File: src/rtl/hazard_scoreboard_pkg.sv
// Shared constants for the multi-cycle hazard scoreboard.
package hazard_scoreboard_pkg;

  localparam int unsigned REG_COUNT_DEFAULT  = 32;
  localparam int unsigned REG_ADDR_W_DEFAULT = 5;
  localparam int unsigned X0_IDX             = 0;
  localparam int unsigned TIMEOUT_DEFAULT    = 64;
  localparam int unsigned CNT_W_DEFAULT      = 16;

  // Bits needed to hold every value in 0..max_val inclusive.
  function automatic int unsigned cnt_bits(input int unsigned max_val);
    return (max_val < 2) ? 1 : $clog2(max_val + 1);
  endfunction

endpackage

File: src/rtl/hazard_scoreboard_sat_counter.sv
// Up-counter that sticks at MAX_VAL; clr has priority over inc.
module sat_counter #(
  parameter int unsigned        WIDTH   = 8,
  parameter logic [WIDTH-1:0]   MAX_VAL = '1
) (
  input  logic             clk,
  input  logic             clr,
  input  logic             inc,
  output logic [WIDTH-1:0] count
);

  logic [WIDTH-1:0] count_q;

  // Clear, or step towards MAX_VAL and hold there.
  always_ff @(posedge clk) begin
    if (clr) begin
      count_q <= '0;
    end else if (inc && (count_q != MAX_VAL)) begin
      count_q <= count_q + 1'b1;
    end
  end

  assign count = count_q;

endmodule

File: src/rtl/hazard_scoreboard.sv
// Scoreboard for in-flight multi-cycle ops: stalls decode on RAW/WAW/structural
// hazards against the outstanding op and keeps stall/timeout bookkeeping.
module hazard_scoreboard
  import hazard_scoreboard_pkg::*;
#(
  parameter int unsigned REG_COUNT  = REG_COUNT_DEFAULT,
  parameter int unsigned REG_ADDR_W = REG_ADDR_W_DEFAULT,
  parameter int unsigned TIMEOUT    = TIMEOUT_DEFAULT,
  parameter int unsigned CNT_W      = CNT_W_DEFAULT
) (
  input  logic                  i_clk,
  input  logic                  i_rst,
  input  logic                  i_valid_d,
  input  logic [REG_ADDR_W-1:0] i_rs1_d,
  input  logic [REG_ADDR_W-1:0] i_rs2_d,
  input  logic [REG_ADDR_W-1:0] i_rd_d,
  input  logic                  i_use_rs1_d,
  input  logic                  i_use_rs2_d,
  input  logic                  i_wr_d,
  input  logic                  i_mc_d,
  input  logic                  i_flush,
  input  logic                  i_mc_done,
  output logic                  o_stall_d,
  output logic                  o_bubble_e,
  output logic [REG_COUNT-1:0]  o_pending,
  output logic                  o_mc_busy,
  output logic [CNT_W-1:0]      o_stall_cnt,
  output logic                  o_timeout
);

  localparam int unsigned AGE_W = cnt_bits(TIMEOUT);
  localparam logic [REG_ADDR_W-1:0] X0 = REG_ADDR_W'(X0_IDX);

  // Bit lookup that reads as 0 for indices beyond REG_COUNT.
  function automatic logic bit_at(input logic [REG_COUNT-1:0]  vec,
                                  input logic [REG_ADDR_W-1:0] idx);
    bit_at = 1'b0;
    for (int unsigned k = 0; k < REG_COUNT; k++) begin
      if (idx == REG_ADDR_W'(k)) bit_at = vec[k];
    end
  endfunction

  function automatic logic [REG_COUNT-1:0] onehot(input logic [REG_ADDR_W-1:0] idx);
    onehot = '0;
    for (int unsigned k = 0; k < REG_COUNT; k++) begin
      if (idx == REG_ADDR_W'(k)) onehot[k] = 1'b1;
    end
  endfunction

  logic [REG_COUNT-1:0]  pending_q, pending_d;
  logic [REG_COUNT-1:0]  clr_mask, eff;
  logic                  busy_q, busy_d;
  logic [REG_ADDR_W-1:0] mc_rd_q, mc_rd_d;
  logic                  timeout_q, timeout_d;
  logic                  done, raw_hit, waw_hit, struct_hit, stall, issue;
  logic [AGE_W-1:0]      age;
  logic [CNT_W-1:0]      stall_cnt;

  // Hazard detection; a completing result is bypassed so its register is free now.
  always_comb begin
    done       = i_mc_done && busy_q;
    clr_mask   = done ? onehot(mc_rd_q) : '0;
    eff        = pending_q & ~clr_mask;
    raw_hit    = (i_use_rs1_d && (i_rs1_d != X0) && bit_at(eff, i_rs1_d)) ||
                 (i_use_rs2_d && (i_rs2_d != X0) && bit_at(eff, i_rs2_d));
    waw_hit    = i_wr_d && (i_rd_d != X0) && bit_at(eff, i_rd_d);
    struct_hit = i_mc_d && busy_q && !i_mc_done;
    stall      = i_valid_d && !i_flush && (raw_hit || waw_hit || struct_hit);
    issue      = i_valid_d && !i_flush && !stall && i_mc_d;
  end

  // Next state: completion clears first, then a same-cycle issue sets.
  always_comb begin
    pending_d = eff;
    if (issue && i_wr_d && (i_rd_d != X0)) begin
      pending_d = pending_d | onehot(i_rd_d);
    end
    pending_d[X0_IDX] = 1'b0;

    busy_d = busy_q;
    if (issue) begin
      busy_d = 1'b1;
    end else if (done) begin
      busy_d = 1'b0;
    end

    mc_rd_d   = issue ? i_rd_d : mc_rd_q;
    timeout_d = timeout_q || (busy_q && (age == AGE_W'(TIMEOUT - 1)));
  end

  // Scoreboard state registers.
  always_ff @(posedge i_clk) begin
    if (i_rst) begin
      pending_q <= '0;
      busy_q    <= 1'b0;
      mc_rd_q   <= '0;
      timeout_q <= 1'b0;
    end else begin
      pending_q <= pending_d;
      busy_q    <= busy_d;
      mc_rd_q   <= mc_rd_d;
      timeout_q <= timeout_d;
    end
  end

  sat_counter #(
    .WIDTH   (AGE_W),
    .MAX_VAL (AGE_W'(TIMEOUT))
  ) u_age_cnt (
    .clk   (i_clk),
    .clr   (i_rst || issue),
    .inc   (busy_q && !done),
    .count (age)
  );

  sat_counter #(
    .WIDTH   (CNT_W),
    .MAX_VAL ({CNT_W{1'b1}})
  ) u_stall_cnt (
    .clk   (i_clk),
    .clr   (i_rst),
    .inc   (stall),
    .count (stall_cnt)
  );

  assign o_stall_d   = stall;
  assign o_bubble_e  = stall;
  assign o_pending   = pending_q;
  assign o_mc_busy   = busy_q;
  assign o_stall_cnt = stall_cnt;
  assign o_timeout   = timeout_q;

endmodule

File: config.mk
export PLATFORM = sky130hd
export DESIGN_NAME = hazard_scoreboard
export DESIGN_NICKNAME = d
export VERILOG_FILES = /design/src/rtl/hazard_scoreboard_pkg.sv /design/src/rtl/hazard_scoreboard_sat_counter.sv /design/src/rtl/hazard_scoreboard.sv
export SDC_FILE = /design/constraint.sdc
export NUM_CORES = 1
export LEC_CHECK = 0
export CAP_MARGIN = 0
export CORE_ASPECT_RATIO = 1.5
export CORE_UTILIZATION = 45
export CTS_BUF_LIST = sky130_fd_sc_hd__clkbuf_4 sky130_fd_sc_hd__clkbuf_8 sky130_fd_sc_hd__clkbuf_16
export CTS_CLUSTER_DIAMETER = 50
export DETAILED_ROUTE_END_ITERATION = 12
export MAX_ROUTING_LAYER = met4
export PLACE_DENSITY = 0.7
export SYNTH_ARGS = -nofsm -noshare
export SYNTH_HDL_FRONTEND = slang
export SYNTH_SLANG_ARGS = --single-unit
export TNS_END_PERCENT = 100
File: constraint.sdc
create_clock -name i_clk -period 4.8 [get_ports i_clk]
set_input_delay 0.96 -clock i_clk [delete_from_list [all_inputs] [get_ports i_clk]]
set_output_delay 0.96 -clock i_clk [all_outputs]
set_load 0.1 [all_outputs]
==> results by group <==
Placed design
  • Worst setup timing slack at the placement stage: -0.0517 ns
  • Number of buffers inserted by port buffering: 74
  • Estimated wirelength of the detail-placed design: 14.9 mm
  • # placed instances: 788
  • Routability cong.: 1.01

Min path
  • Min-Delay Path Class: register to register

Synthesis
  • Share of async-settable or async-resettable flops after synthesis: 0
  • Sequential share of the synthesized area: 0.274
  • Post-Synthesis Net Count: 601
  • EDFF count, synth: 0
  • Syn. warnings: 0
  • Synthesized area divided by synthesized cell count: 7.75 um^2
  • Syn Inst Count: 574
  • Flop and latch count out of synthesis: 61
  • Most instantiated flip-flop cell in the synthesis netlist: sky130_fd_sc_hd__dfxtp_1
  • Synth Cell Area: 4450 um^2
  • Synth cell types: 76

Floorplanning
  • Core ar.: 9630 um^2
  • Number of top-level pins: 76
  • DIE AREA: 10300 um^2
  • Die H: 124 um
  • Initial standard-cell utilization of the core: 0.462
  • Die Wd: 83.2 um
  • Row Count: 44

Drt
  • Number of DRC markers in iteration 0: 410
  • Vias per cell: 6.83
  • Antenna violation net count after detailed routing: 0
  • Vias: 5494
  • Wirelength per Cell: 24.3 um
  • Pre-antenna DRT Iters: 6
  • Total Routed Length: 19.5 mm
  • Number of DRC violations after detailed routing: 0

CTS
  • # H-tree levels: 3
  • Clock buffer count from CTS: 9
  • Clock tree from TritonCTS: yes
  • CTS Sinks: 61
  • Register clock-pin slew on the reported worst setup and hold paths: 0.05 ns
  • Source-to-sink clock delay at the later pin of the worst-skew pair: 0.33 ns
  • Post-CTS Repair Setup Buffers: 0
  • Root Buffer: sky130_fd_sc_hd__clkbuf_16
  • Number of buffers on the longest clock path: 2

STA
  • Period utilization: 0.980
  • Max-Slew Margin vs Limit: 0.328
  • Maximum clock rate: 213 MHz
  • Clock tree skew after final layout: 0.00659 ns
  • Post-layout min period: 4.70 ns
  • Max-slew violation count: 0
  • Unrepaired setup endpoints after global routing: false
  • Total Neg Setup Slack: 0 ns
  • Final-report setup violation count: 0
  • Final Hold Vio Count: 0
  • Worst Slack Setup Final: 0.0968 ns
  • Transition time at the pin with the least slew margin: 1.01 ns

Power and ir drop
  • Static leakage: 2.11 nW
  • Post-route total power: 1.46 mW
  • Pwr Density: 244 nW/um^2
  • IR drop worst, VDD: 248 uV

Worst setup path
  • Endpoint type of the worst setup path: primary output
  • CP Max Fanout: 11
  • Critical path data arrival time: 3.74 ns
  • Req. time, crit path: 3.84 ns
  • Category of the critical setup timing path: input port to primary output
  • Kind of start point of the critical path: input port
  • Register-to-register setup slack: 0.76 ns

Finish
  • Number of antenna cells inserted: 0
  • Nets@finish: 711
  • Share of cells above drive strength 1: 0.173
  • Highest-count cells in the layout ignoring fill and taps: 70 x sky130_fd_sc_hd__clkdlybuf4s50_1, 70 x sky130_fd_sc_hd__buf_4, 61 x sky130_fd_sc_hd__dfxtp_1
  • Signed area change from the synthesized netlist to the final layout: 34.9%
  • Final core utilization: 0.623
  • Post-Layout Cell Count: 804

GRT
  • First-pass GRT wire length: 29.1 mm
  • Overall global routing resource usage: 0.387
  • Via count of the first global-routing pass: 5308
  • Remaining Overflow, GRT: 0
  • Number of antenna violations at the first check in global routing: 0
  • Largest net degree at the start of global routing: 66

Flow run
  • Max-cap violations: 0

Status
  • Outcome: completed
## timing repair
item / CTS / global route
hold buffers: 0 / 0
gates cloned: 0 / 0
setup endpoints to repair: 2 / 2
resized for setup: 3 / 4
## flip-flops by register name, summed over array words and instances, names as in the netlist
signal             cells
mc_rd_q                5
o_mc_busy              1
o_pending             31
o_timeout              1
u_age_cnt.count        7
u_stall_cnt.count     16
## area by class of cell
class,count,area (um^2)
clock buffers,11,240
clock inverters,5,75.1
fillers,853,3630
inverters,14,52.6
multi-input cells,453,2970
flip-flops and latches,61,1220
well taps,115,144
repair buffers,145,1300
## power by group
| group | leakage, nW | total, mW | switching [mW] | internal (mW) |
|---|---|---|---|---|
| Combinational | 1.46 | 0.253 | 0.164 | 0.0886 |
| Clock | 0.160 | 0.693 | 0.231 | 0.463 |
| Sequential | 0.492 | 0.517 | 0.00702 | 0.510 |
| Total | 2.11 | 1.46 | 0.402 | 1.06 |
## critical path, cell delays in order
cell,delay (ns)
sky130_fd_sc_hd__clkdlybuf4s50_1,0.59
sky130_fd_sc_hd__buf_4,0.23
sky130_fd_sc_hd__or3b_2,0.58
sky130_fd_sc_hd__o221ai_1,0.28
sky130_fd_sc_hd__nand3_1,0.12
sky130_fd_sc_hd__a31oi_1,0.20
sky130_fd_sc_hd__a21oi_1,0.08
sky130_fd_sc_hd__and4b_2,0.30
sky130_fd_sc_hd__nor2_4,0.18
sky130_fd_sc_hd__buf_12,0.20
## path summary, 6_finish.rpt
| kind | endpoint | cells past startpoint | from |
|---|---|---|---|
| worst max-delay path | o_stall_d | 10 | i_rd_d[4] |
| worst min-delay path | o_timeout | 2 | o_timeout |
| worst max register to register | o_pending[29] | 10 | o_mc_busy |
| worst min register to register | o_timeout | 2 | o_timeout |
## cell families (layout without fill, tap and decap cells)
kind of cell / count (synthesis) / count (layout) / share of synthesized area
compound gates: 193 / 193 / 0.290
xor+xnor: 9 / 9 / 0.0177
fa+ha+maj: 3 / 3 / 0.00844
buf+inv: 60 / 175 / 0.0661
flops: 61 / 61 / 0.274
mux: 15 / 15 / 0.0371
other cells: 1 / 1 / 0.000843
simple gates: 232 / 232 / 0.305
## metal layers
metal / wire [um] / GRT usage / share of wire
met1: 6840 / 0.393 / 0.35
met2: 9710 / 0.669 / 0.50
met3: 1330 / 0.0616 / 0.068
met4: 1610 / 0.306 / 0.083
met5: 0 / - / 0
## metrics by stage
| step | hold WS, ns | instance area [um^2] |
|---|---|---|
| 3_5_place_dp | 0.467 | 5660 |
| 2_1_floorplan | 0.473 | 4460 |
| 5_1_grt | 0.512 | 6000 |
| 4_1_cts | 0.479 | 5990 |
| 3_3_place_gp | 0.471 | 5660 |
| 6_report | 0.479 | 6000 |
## cells in the mapped netlist (5+ instances only)
library cell	n	area share
sky130_fd_sc_hd__and3_1	7	0.0098
sky130_fd_sc_hd__nor2_1	43	0.036
sky130_fd_sc_hd__buf_2	10	0.011
sky130_fd_sc_hd__mux2i_1	9	0.020
sky130_fd_sc_hd__nand2_1	38	0.032
sky130_fd_sc_hd__a31oi_1	6	0.0084
sky130_fd_sc_hd__inv_1	12	0.010
sky130_fd_sc_hd__o32ai_1	5	0.0098
sky130_fd_sc_hd__nand4_1	14	0.020
sky130_fd_sc_hd__o311ai_0	5	0.0098
sky130_fd_sc_hd__nor3_1	24	0.027
sky130_fd_sc_hd__nor2b_1	15	0.021
sky130_fd_sc_hd__nand4b_1	5	0.0098
sky130_fd_sc_hd__o21a_1	6	0.010
sky130_fd_sc_hd__nand2b_1	8	0.011
sky130_fd_sc_hd__nand3b_1	7	0.012
sky130_fd_sc_hd__buf_6	5	0.013
sky130_fd_sc_hd__o21ai_0	40	0.045
sky130_fd_sc_hd__dfxtp_1	61	0.27
sky130_fd_sc_hd__o211ai_1	16	0.027
sky130_fd_sc_hd__xor2_1	7	0.014
sky130_fd_sc_hd__a21oi_1	20	0.022
sky130_fd_sc_hd__clkbuf_1	25	0.021
sky130_fd_sc_hd__o21ai_1	12	0.013
sky130_fd_sc_hd__o2111ai_1	7	0.014
sky130_fd_sc_hd__nor4_1	12	0.017
sky130_fd_sc_hd__o31ai_1	6	0.010
sky130_fd_sc_hd__or3_1	7	0.0098
sky130_fd_sc_hd__buf_4	5	0.0084
sky130_fd_sc_hd__o22ai_1	32	0.045
sky130_fd_sc_hd__nand3_1	20	0.022
(Power assumes the default switching activity.)
==> patch, RTL diff (same flow settings) <==
`pending_q` no longer has a reset.
--- a/src/rtl/hazard_scoreboard.sv
+++ b/src/rtl/hazard_scoreboard.sv
@@ -91,16 +91,18 @@
   // Scoreboard state registers.
   always_ff @(posedge i_clk) begin
     if (i_rst) begin
-      pending_q <= '0;
       busy_q    <= 1'b0;
       mc_rd_q   <= '0;
       timeout_q <= 1'b0;
     end else begin
-      pending_q <= pending_d;
       busy_q    <= busy_d;
       mc_rd_q   <= mc_rd_d;
       timeout_q <= timeout_d;
     end
+  end
+
+  always_ff @(posedge i_clk) begin
+    pending_q <= pending_d;
   end
 
   sat_counter #(
Check against the original RTL: not equivalent (a bounded check fails within 4 cycles, from zero or initial values and one cycle with i_rst high).
==> patch against the unedited design <==
- synthesized area is 0.25% higher
- largest cell class unchanged
- design area is 2.8% higher
- routed wire length is 8.4% lower
- worst setup slack worse by 0.051 ns
- critical path type unchanged
- maximum frequency is 1.1% lower
- sequential cell count stayed put
Power is not compared: it rests on default switching activity, and its combinational part moved more than twofold at a synthesized area within 25%.
==> patch: results <==
[synth]
synth_common_cells = 61 x dfxtp_1, 52 x nand2_1, 51 x o21ai_0
synth_top_family_by_area = compound AO/OA/AOI/OAI gates
ys_seq_area_frac = 0.2738
ys_types = 74
synth_compound_area_frac = 0.3080
syn-num-nets = 613
synth_xor_area_frac = 0.01571
yosysWarnings = 0
synth_area_leaders = dfxtp_1 27%, o21ai_0 5.7%, nand2_1 4.4%, nor2_1 4.0%, mux2_2 3.3%
synthAdderAreaFrac = 0.008415
syn_avg_cell_area_um2 = 7.612
ys_async_sr_fraction = 0
synthMuxAreaShare = 0.05750

[detailed_routing]
wl_met3_um = 1090
dr.pass1.iters = 5
first_iter_violations = 582
wl_met1_um = 6425
met2_length_um = 9254
drt-wirelength-per-cell_um = 21.84
vias = 5329

[finish]
fin_cells = 818
antenna_cells = 0
drive_above_1_share = 0.1792
fillerInstances = 842
largest_reg_flops = 31
fin_nets = 725

[timing]
finalClockSkew_ns = 0.004467
maxSlewHeadroom = 0.3257
setup_ws_ns = 0.04576

[setup_path]
crit_start = i_rd_d[4]
crit_family = compound AO/OA/AOI/OAI gates
reg2reg_slack_ns = 0.75
r2r-end = o_pending[18]$_DFF_P_
crit_slowest_cell = clkdlybuf4s50_1
r2r_start = o_mc_busy$_SDFFE_PP0P_
max_stage_delay_ns = 0.66
crit_arrival_ns = 3.79
cp-endpoint = o_stall_d
rr_worst_depth = 12

[place]
dpl.cell_count = 801
pre_cts_ws_ns = -0.1572
gp_congestion = 0.9665
dp_hpwl_um = 13570

[grt]
met2_usage = 0.6281
use_met1 = 0.3486
grt_use_total = 0.3488
grt_pass1_vias = 5094
use_met3 = 0.05169
grt_max_degree = 35
grt_pass1_wl_um = 26850

[power_and_ir_drop]
leakagePower_nw = 2.237
powerComb_mw = 0.535

[worst_hold_path]
hp-class = register to register

[run_status]
status = finished, final reports clean

[clock_tree]
numCtsBuffers = 9
postCtsSetupBuffers = 0
cts_resized = 6
cts_tree = yes
cts_buffer_depth = 2
## patch: cell types whose count changed after synthesis, sizes merged, moves of 7 or more
cell | unedited run | this run
nand2 | 38 | 52
a311oi | 0 | 8
nor3 | 24 | 8
o31ai | 6 | 19
nand4 | 17 | 6
mux2 | 6 | 13
o22ai | 32 | 11
nand2b | 8 | 15
## patch: worst min path at each step
stage | start | depth (start not counted) | end | slack, ns
2_1_floorplan | mc_rd_q[2]$_SDFFE_PP0P_ | 2 | mc_rd_q[2]$_SDFFE_PP0P_ | 0.49
3_3_place_gp | o_timeout$_SDFF_PP0_ | 2 | o_timeout$_SDFF_PP0_ | 0.46
3_5_place_dp | o_timeout$_SDFF_PP0_ | 2 | o_timeout$_SDFF_PP0_ | 0.47
4_1_cts | o_timeout$_SDFF_PP0_ | 2 | o_timeout$_SDFF_PP0_ | 0.49
5_1_grt | o_timeout$_SDFF_PP0_ | 2 | o_timeout$_SDFF_PP0_ | 0.51
6_report | o_timeout$_SDFF_PP0_ | 2 | o_timeout$_SDFF_PP0_ | 0.49
## patch: per-stage QoR
| stage | hold WS (ns) | area, um2 |
|---|---|---|
| 6_report | 0.4893 | 6172 |
| 5_1_grt | 0.5108 | 6172 |
| 4_1_cts | 0.4890 | 6127 |
| 3_5_place_dp | 0.4724 | 5772 |
| 3_3_place_gp | 0.4636 | 5772 |
| 2_1_floorplan | 0.4893 | 4468 |
## patch: area by class of cell
type | instances | area, um2 | area share
Tap cell | 115 | 143.9 | 0.02331
Multi-Input combinational cell | 464 | 3014 | 0.4883
Timing Repair Buffer | 149 | 1409 | 0.2283
Sequential cell | 61 | 1221 | 0.1979
Inverter | 13 | 48.80 | 0.007906
Clock buffer | 13 | 267.8 | 0.04338
Clock inverter | 3 | 67.56 | 0.01095
